### src/rtl/hazard_fwd_ctrl.sv
// Load-use hazard detection and EX-stage forwarding select generation for a 5-stage MIPS pipeline.
// Forward selects are resolved in ID and registered so they line up with the consumer's EX cycle.
module hazard_fwd_ctrl #(
  parameter int unsigned REG_AW = 5,
  parameter int unsigned CNT_W  = 16
) (
  input  logic              clk,
  input  logic              rst_n,
  input  logic              id_valid_i,
  input  logic [REG_AW-1:0] id_rs_i,
  input  logic [REG_AW-1:0] id_rt_i,
  input  logic              id_uses_rs_i,
  input  logic              id_uses_rt_i,
  input  logic              id_regwrite_i,
  input  logic              id_memread_i,
  input  logic [REG_AW-1:0] id_dest_i,
  input  logic              flush_i,
  output logic              stall_o,
  output logic [1:0]        fwd_a_sel_o,
  output logic [1:0]        fwd_b_sel_o,
  output logic [CNT_W-1:0]  stall_count_o
);

  localparam logic [1:0] SelRegFile = 2'b00;
  localparam logic [1:0] SelMemWb   = 2'b01;
  localparam logic [1:0] SelExMem   = 2'b10;

  // ID/EX record
  logic              idex_valid_q, idex_valid_d;
  logic              idex_regwrite_q, idex_regwrite_d;
  logic              idex_memread_q, idex_memread_d;
  logic [REG_AW-1:0] idex_dest_q, idex_dest_d;

  // EX/MEM record; only the write intent and destination feed forwarding. By the time the
  // consumer reaches EX this producer sits in MEM/WB, so no separate MEM/WB record is needed.
  logic              exmem_wr_q, exmem_wr_d;
  logic [REG_AW-1:0] exmem_dest_q, exmem_dest_d;

  logic [1:0]        fwd_a_q, fwd_a_d;
  logic [1:0]        fwd_b_q, fwd_b_d;
  logic [CNT_W-1:0]  cnt_q, cnt_d;

  logic stall;
  logic bubble;
  logic idex_fwd_ok;

  function automatic logic [1:0] fwd_sel(input logic              uses,
                                         input logic [REG_AW-1:0] src,
                                         input logic              idex_ok,
                                         input logic [REG_AW-1:0] idex_dest,
                                         input logic              exmem_wr,
                                         input logic [REG_AW-1:0] exmem_dest);
    logic [1:0] sel;
    sel = SelRegFile;
    if (uses) begin
      if (idex_ok && idex_dest == src) begin
        sel = SelExMem;
      end else if (exmem_wr && exmem_dest != '0 && exmem_dest == src) begin
        sel = SelMemWb;
      end
    end
    return sel;
  endfunction

  always_comb begin
    stall = id_valid_i & idex_valid_q & idex_memread_q & (idex_dest_q != '0) &
            ((id_uses_rs_i & (id_rs_i == idex_dest_q)) |
             (id_uses_rt_i & (id_rt_i == idex_dest_q)));
    bubble      = stall | flush_i | ~id_valid_i;
    idex_fwd_ok = idex_valid_q & idex_regwrite_q & (idex_dest_q != '0);

    idex_valid_d    = ~bubble;
    idex_regwrite_d = id_regwrite_i;
    idex_memread_d  = id_memread_i;
    idex_dest_d     = id_dest_i;

    exmem_wr_d   = idex_valid_q & idex_regwrite_q;
    exmem_dest_d = idex_dest_q;

    fwd_a_d = SelRegFile;
    fwd_b_d = SelRegFile;
    if (!bubble) begin
      fwd_a_d = fwd_sel(id_uses_rs_i, id_rs_i, idex_fwd_ok, idex_dest_q, exmem_wr_q, exmem_dest_q);
      fwd_b_d = fwd_sel(id_uses_rt_i, id_rt_i, idex_fwd_ok, idex_dest_q, exmem_wr_q, exmem_dest_q);
    end

    cnt_d = cnt_q;
    if (stall && cnt_q != '1) begin
      cnt_d = cnt_q + 1'b1;
    end
  end

  always_ff @(posedge clk or negedge rst_n) begin
    if (!rst_n) begin
      idex_valid_q    <= 1'b0;
      idex_regwrite_q <= 1'b0;
      idex_memread_q  <= 1'b0;
      idex_dest_q     <= '0;
      exmem_wr_q      <= 1'b0;
      exmem_dest_q    <= '0;
      fwd_a_q         <= SelRegFile;
      fwd_b_q         <= SelRegFile;
      cnt_q           <= '0;
    end else begin
      idex_valid_q    <= idex_valid_d;
      idex_regwrite_q <= idex_regwrite_d;
      idex_memread_q  <= idex_memread_d;
      idex_dest_q     <= idex_dest_d;
      exmem_wr_q      <= exmem_wr_d;
      exmem_dest_q    <= exmem_dest_d;
      fwd_a_q         <= fwd_a_d;
      fwd_b_q         <= fwd_b_d;
      cnt_q           <= cnt_d;
    end
  end

  assign stall_o       = stall;
  assign fwd_a_sel_o   = fwd_a_q;
  assign fwd_b_sel_o   = fwd_b_q;
  assign stall_count_o = cnt_q;

endmodule

### config.mk
export PLATFORM = sky130hd
export DESIGN_NAME = hazard_fwd_ctrl
export DESIGN_NICKNAME = d
export VERILOG_FILES = /design/src/rtl/hazard_fwd_ctrl.sv
export SDC_FILE = /design/constraint.sdc
export NUM_CORES = 1
export LEC_CHECK = 0
export CAP_MARGIN = 20
export CORE_MARGIN = 2
export CORE_UTILIZATION = 55
export CTS_CLUSTER_SIZE = 14
export DETAILED_ROUTE_END_ITERATION = 8
export DONT_BUFFER_PORTS = 1
export GPL_TIMING_DRIVEN = 0
export PLACE_DENSITY = 0.84
export SLEW_MARGIN = 20
export SYNTH_ARGS = -nofsm -noshare
export SYNTH_HDL_FRONTEND = slang
export SYNTH_SLANG_ARGS = --single-unit
### constraint.sdc
create_clock -name clk -period 1.72 [get_ports clk]
set_input_delay 0.344 -clock clk [delete_from_list [all_inputs] [get_ports clk]]
set_output_delay 0.344 -clock clk [all_outputs]
set_load 0.02 [all_outputs]
== Yosys cells after proc, flatten, opt, wreduce, memory -nomap -nowiden ==
Cells that the tools add are included.

* Register bits after elaboration: 34
* Input bits: 23
* Output and inout port bits: 21
* Word-level logic and storage cells: 46

* Add/subtract/negate cells: 1
* Equality and inequality tests: 7
* Multiplexer cells: 8
* Bitwise gates (word level): 13
* Reduce and logical (&&, ||, !) cells: 8

{| class="wikitable"
|+ Operators by type and width
! kind !! number
|-
| $eq 5x5->1 || 6
|-
| $add 16x1->16 const B || 1
|-
| $ne 16x16->1 const B || 1
|-
| $mux 2 || 6
|-
| $reduce_bool 5->1 || 2
|-
| $and 1x1->1 || 8
|-
| $logic_and 1x1->1 || 6
|-
| $or 1x1->1 || 3
|-
| $mux 1 || 2
|-
| $not 1->1 || 2
|}

== Longest topological paths before layout ==
* Word-level depth: 7
* Gate-level depth with buffers: 7
* Mapped depth without buffers: 6

== Worst setup path after synthesis ==
No wires, ideal clock.

* Path kind: reg2out
* Start: reg idex_dest_q[0], in the netlist exmem_dest_d[0]
* End: out stall_o
* Arrival time: 1.494 ns
* Data required time: 1.376 ns
* Path slack: -0.118 ns
* Cell stages (with the launch flop): 6
* Buffers on the path: 1
* Cells stage by stage: dfrtp_1 xnor2_1 nand3_1 o22ai_2 buf_2 and2_1

* Cells in the longest elaborated chain, start to end: 4
* Elaborated cells between the ends (all ways): 8
* Those cells by class: eq/ne: 2; bitwise: 5; reduce/logical: 1

{| class="wikitable"
|+ RTL lines
! element !! RTL line !! source
|-
| start, declared || 32 || <nowiki>logic [REG_AW-1:0] idex_dest_q, idex_dest_d;</nowiki>
|-
| start signal, assigned || 108 || <nowiki>idex_dest_q <= idex_dest_d;</nowiki>
|-
| $eq 5x5->1 (on tied branches) || 67, 68 ||
|-
| $and 1x1->1 (on tied branches) || 67, 68 ||
|-
| $or 1x1->1 || 67 || <nowiki>((id_uses_rs_i & (id_rs_i == idex_dest_q)) |</nowiki>
|-
| $and 1x1->1 * || 66 || <nowiki>stall = id_valid_i & idex_valid_q & idex_memread_q & (idex_dest_q != '0) &</nowiki>
|-
| end, declared || 18 || <nowiki>output logic stall_o,</nowiki>
|}

Mark *: on every way between the ends. The rest lies on a longest branch, timed or not.

== Final worst setup path ==
* Start: reg idex_dest_q[1], in the netlist exmem_dest_d[1]
* End: out stall_o

Same word-level chain as after synthesis.

==> impl_metrics.py <==
metrics = {
    "placed_design": {
        "port_buffers": 0,
        "dp_worst_setup_slack_ns": -0.2564,
        "placed_cell_area_sq_mm": 0.001657,
        "globalplace.congestion": 0.8959,
        "dp_hpwl_um": 2311,
    },
    "die": {
        "fp-row-count": 19,
        "die_y_um": 57.94,
        "initial_core_util_pct": 58.03,
        "num_io_pins": 44,
        "die-width_um": 57.94,
        "core_sq_mm": 0.002758,
        "die_area_sq_mm": 0.003357,
    },
    "yosys": {
        "avgSynthCellArea_sq_um": 11.43,
        "ys_seq_area_share_pct": 53.17,
        "ys_types": 30,
        "yosys_register_bits": 34,
        "yosysWarningCount": 0,
        "syn_area_sq_mm": 0.001600,
        "syn_inst": 140,
        "synth_nets": 164,
    },
    "global_routing": {
        "grt_usage_pct": 20.72,
        "grt_pass1_wl_um": 5106,
        "gr-total-overflow": 0,
        "grt_pass1_vias": 1064,
        "antenna_found_initial": 0,
        "grt_max_degree": 35,
    },
    "timing": {
        "max_freq_mhz": 467.2,
        "worstMarginPinSlew_ns": 0.4123,
        "final-hold-violation-count": 0,
        "rsz0062_at_grt": "true",
        "finalCritPeriodShare_pct": 124.5,
        "fin_crit_ns": 2.141,
        "setup-violations-final": 21,
        "final-max-slew-violation-count": 0,
        "finClkSkew_ns": 0.004450,
        "setup_ws_ns": -0.4206,
        "holdWs_ns": 0.1421,
        "slew_headroom_pct": 72.29,
    },
    "drt": {
        "routedWlPerCell_um": 16.89,
        "route.detailed.drc": 0,
        "wl_um": 3242,
        "vias": 1159,
        "drt_iter0_markers": 35,
        "routed_via_density": 6.036,
        "antenna_left": 0,
        "dr.pass1.iters": 4,
    },
    "worst_setup_path": {
        "cpLargestDelayFamily": "simple AND/OR/NAND/NOR gates",
        "critical_path_depth": 4,
        "crit_type": "flip-flop to output pin",
        "reg2reg_to": "stall_count_o[1]",
        "startpoint": "exmem_dest_d[1]",
        "reg2regPathDepth": 6,
        "cp.arrival_ns": 1.80,
        "cp.buffers_inverters": 1,
        "r2r-start": "exmem_dest_d[1]",
        "path_cells": "or4_4 > o2111ai_4 > inv_2 > and2_4",
        "cp_max_fo": 4,
        "ff2ff_setup_slack_ns": -0.28,
        "critical-path-max-stage-delay_ns": 0.57,
        "critical_path.endpoint_type": "output pin",
        "cp-endpoint": "stall_o",
        "cpMaxStageDelayCell": "or4_4",
        "crit_required_ns": 1.38,
        "start_kind": "flip-flop",
    },
    "power": {
        "switchingPower_mw": 0.3853,
        "ir_drop_mv": 1.170,
        "p_leak_nw": 0.8079,
        "p_per_area_mw_per_mm2": 805.7,
        "p_clk_share_pct": 37.9,
        "swShare_pct": 24.41,
        "combPwrFrac_pct": 8.2,
        "p_int_mw": 1.193,
        "pwr-share-seq_pct": 53.9,
    },
    "cells_and_area": {
        "antenna_cells": 0,
        "register_area_sq_um": 862.1,
        "area_growth_pct": 22.44,
        "drive_above_1_share_pct": 26.71,
        "fillers": 194,
        "design_area_sq_mm": 0.001959,
        "multi_input_area_sq_um": 819.5,
        "fin_nets": 184,
    },
    "clocking": {
        "tritoncts": "built",
        "cts_root_buf": "clkbuf_4",
        "clk_latency_ns": 0.35,
        "numCtsBuffers": 5,
        "cts.path.max_buffers": 2,
        "clock-sinks": 34,
        "clk_pin_slew_ns": 0.11,
        "h-tree-depth": 2,
    },
    "worst_hold_path": {
        "min_path_type": "primary input to flip-flop",
    },
    "flow_run": {
        "max_cap_viol_count": 0,
    },
    "outcome": {
        "outcome": "finished with violations",
        "violations": "negative setup slack",
    },
}
cell type report:
class	count	area share [%]
multi-input combinational	102	41.83
clock buffer	5	1.916
timing repair buffer	13	6.641
tap	31	1.980
clock inverter	3	2.299
sequential	34	44.00
buffer	2	0.9579
inverter	2	0.3831
per-stage QoR:
| step | cells | setup TNS [ns] | utilization [%] | power, mW |
|---|---|---|---|---|
| after floorplan | 140 | -0.1985 | - | 0.9265 |
| after global placement | 171 | -2.495 | 60.07 | 0.9386 |
| after detailed placement | 171 | -3.042 | 60.07 | 0.9444 |
| after CTS | 185 | -2.983 | 66.56 | 1.557 |
| after global routing | 192 | -5.022 | 71.05 | 1.643 |
| final | 192 | -3.352 | 71.05 | 1.579 |
layer usage:
| layer | global-route usage (%) | part of all wire (%) |
|---|---|---|
| met1 | 25.89 | 43 |
| met2 | 32.31 | 47 |
| met3 | 8.705 | 7.5 |
| met4 | 7.641 | 2.6 |
| met5 | 0 | 0 |
cell usage in the layout, fill, tap and decap left out, types with 2 or more instances in the layout:
master,count
dfrtp_1,25
xnor2_1,20
nand3_1,12
xor2_1,10
nand4_1,9
dfrtp_2,9
and3_1,8
dlygate4sd3_1,8
buf_4,5
nand2_1,5
clkbuf_4,5
xnor2_2,4
nor3_1,4
nor2_1,4
or4_1,3
nor4_1,2
clkinvlp_4,2
worst min-delay path by stage:
| stage | start | to | slack, ns | cells past startpoint |
|---|---|---|---|---|
| after global placement | rst_n | fwd_b_sel_o[1] | 0.05 | 0 |
| final | id_uses_rs_i | fwd_a_sel_o[0] | 0.14 | 1 |
| after CTS | id_dest_i[0] | exmem_dest_d[0] | 0.002 | 0 |
| after global routing | id_uses_rs_i | fwd_a_sel_o[0] | 0.12 | 1 |
| after floorplan | rst_n | exmem_dest_d[0] | 0.05 | 0 |
| after detailed placement | rst_n | fwd_b_sel_o[1] | 0.05 | 0 |
sequential cells by signal, indices dropped and copies added (netlist names):
| signal | cells |
|---|---|
| stall_count_o | 16 |
| idex_regwrite_q | 1 |
| fwd_a_sel_o | 2 |
| exmem_dest_d | 5 |
| exmem_wr_q | 1 |
| idex_memread_q | 1 |
| exmem_dest_q | 5 |
| idex_valid_q | 1 |
| fwd_b_sel_o | 2 |
cells by family after synthesis:
logic type	after synthesis	synth area share [%]
xor gates and xnor gates	34	18.61
adders and majority gates	1	0.7817
buffers and inverters	4	1.485
and+or+nand+nor	60	21.34
muxes	1	0.7036
AOI/OAI and AO/OA	6	3.909
DFF	34	53.17
worst reg2reg max path: stages (launching register included):
cell       delay [ns]
dfrtp_2          0.46
or4_4            0.57
o2111ai_4        0.21
buf_4            0.19
nor2_2           0.06
nand2_2          0.12
mux2_4           0.30
cell usage after synthesis:
cell       instances  area [sq um]
o22ai_2            1         12.51
nor3_1             5         25.02
nand2_1            6         22.52
xor2_1            10         87.58
xnor2_1           24         210.2
inv_2              1         3.750
mux2_2             1         11.26
or4_1              3         22.52
o21ai_0            1         5.000
nand3_1           12         60.06
or2_2              2         12.51
and2_1             2         12.51
ha_1               1         12.51
nand4_1            9         56.30
o2111ai_4          1         26.28
buf_2              1         5.000
a21oi_1            1         5.000
buf_6              1         11.26
nand3b_1           1         7.510
and3_1             8         50.05
nand2b_1           1         6.260
nor2_1             4         15.01
and4_1             1         8.760
a21oi_2            1         8.760
nor2_2             1         6.260
dfrtp_1           34         850.8
or4_4              1         11.26
o21ai_1            1         5.000
inv_1              1         3.750
nor4_1             4         25.02
power groups by stage:
stage	clock network [mW]	registers, mW	logic [mW]
after global placement	0	0.862	0.0763
after detailed placement	0	0.864	0.0800
after global routing	0.645	0.854	0.144
after floorplan	0	0.859	0.0677
final	0.598	0.851	0.130
after CTS	0.599	0.849	0.109
what timing repair did:
action                                  in CTS  in global routing
setup buffers                                4                  0
endpoints found under the setup margin      21                 21
pin swaps                                    8                  1
hold endpoints to repair                    34                  7
gates resized for setup                      9                 12
hold buffers                                 2                  7
No activity file was read; power rests on OpenSTA's default activity.
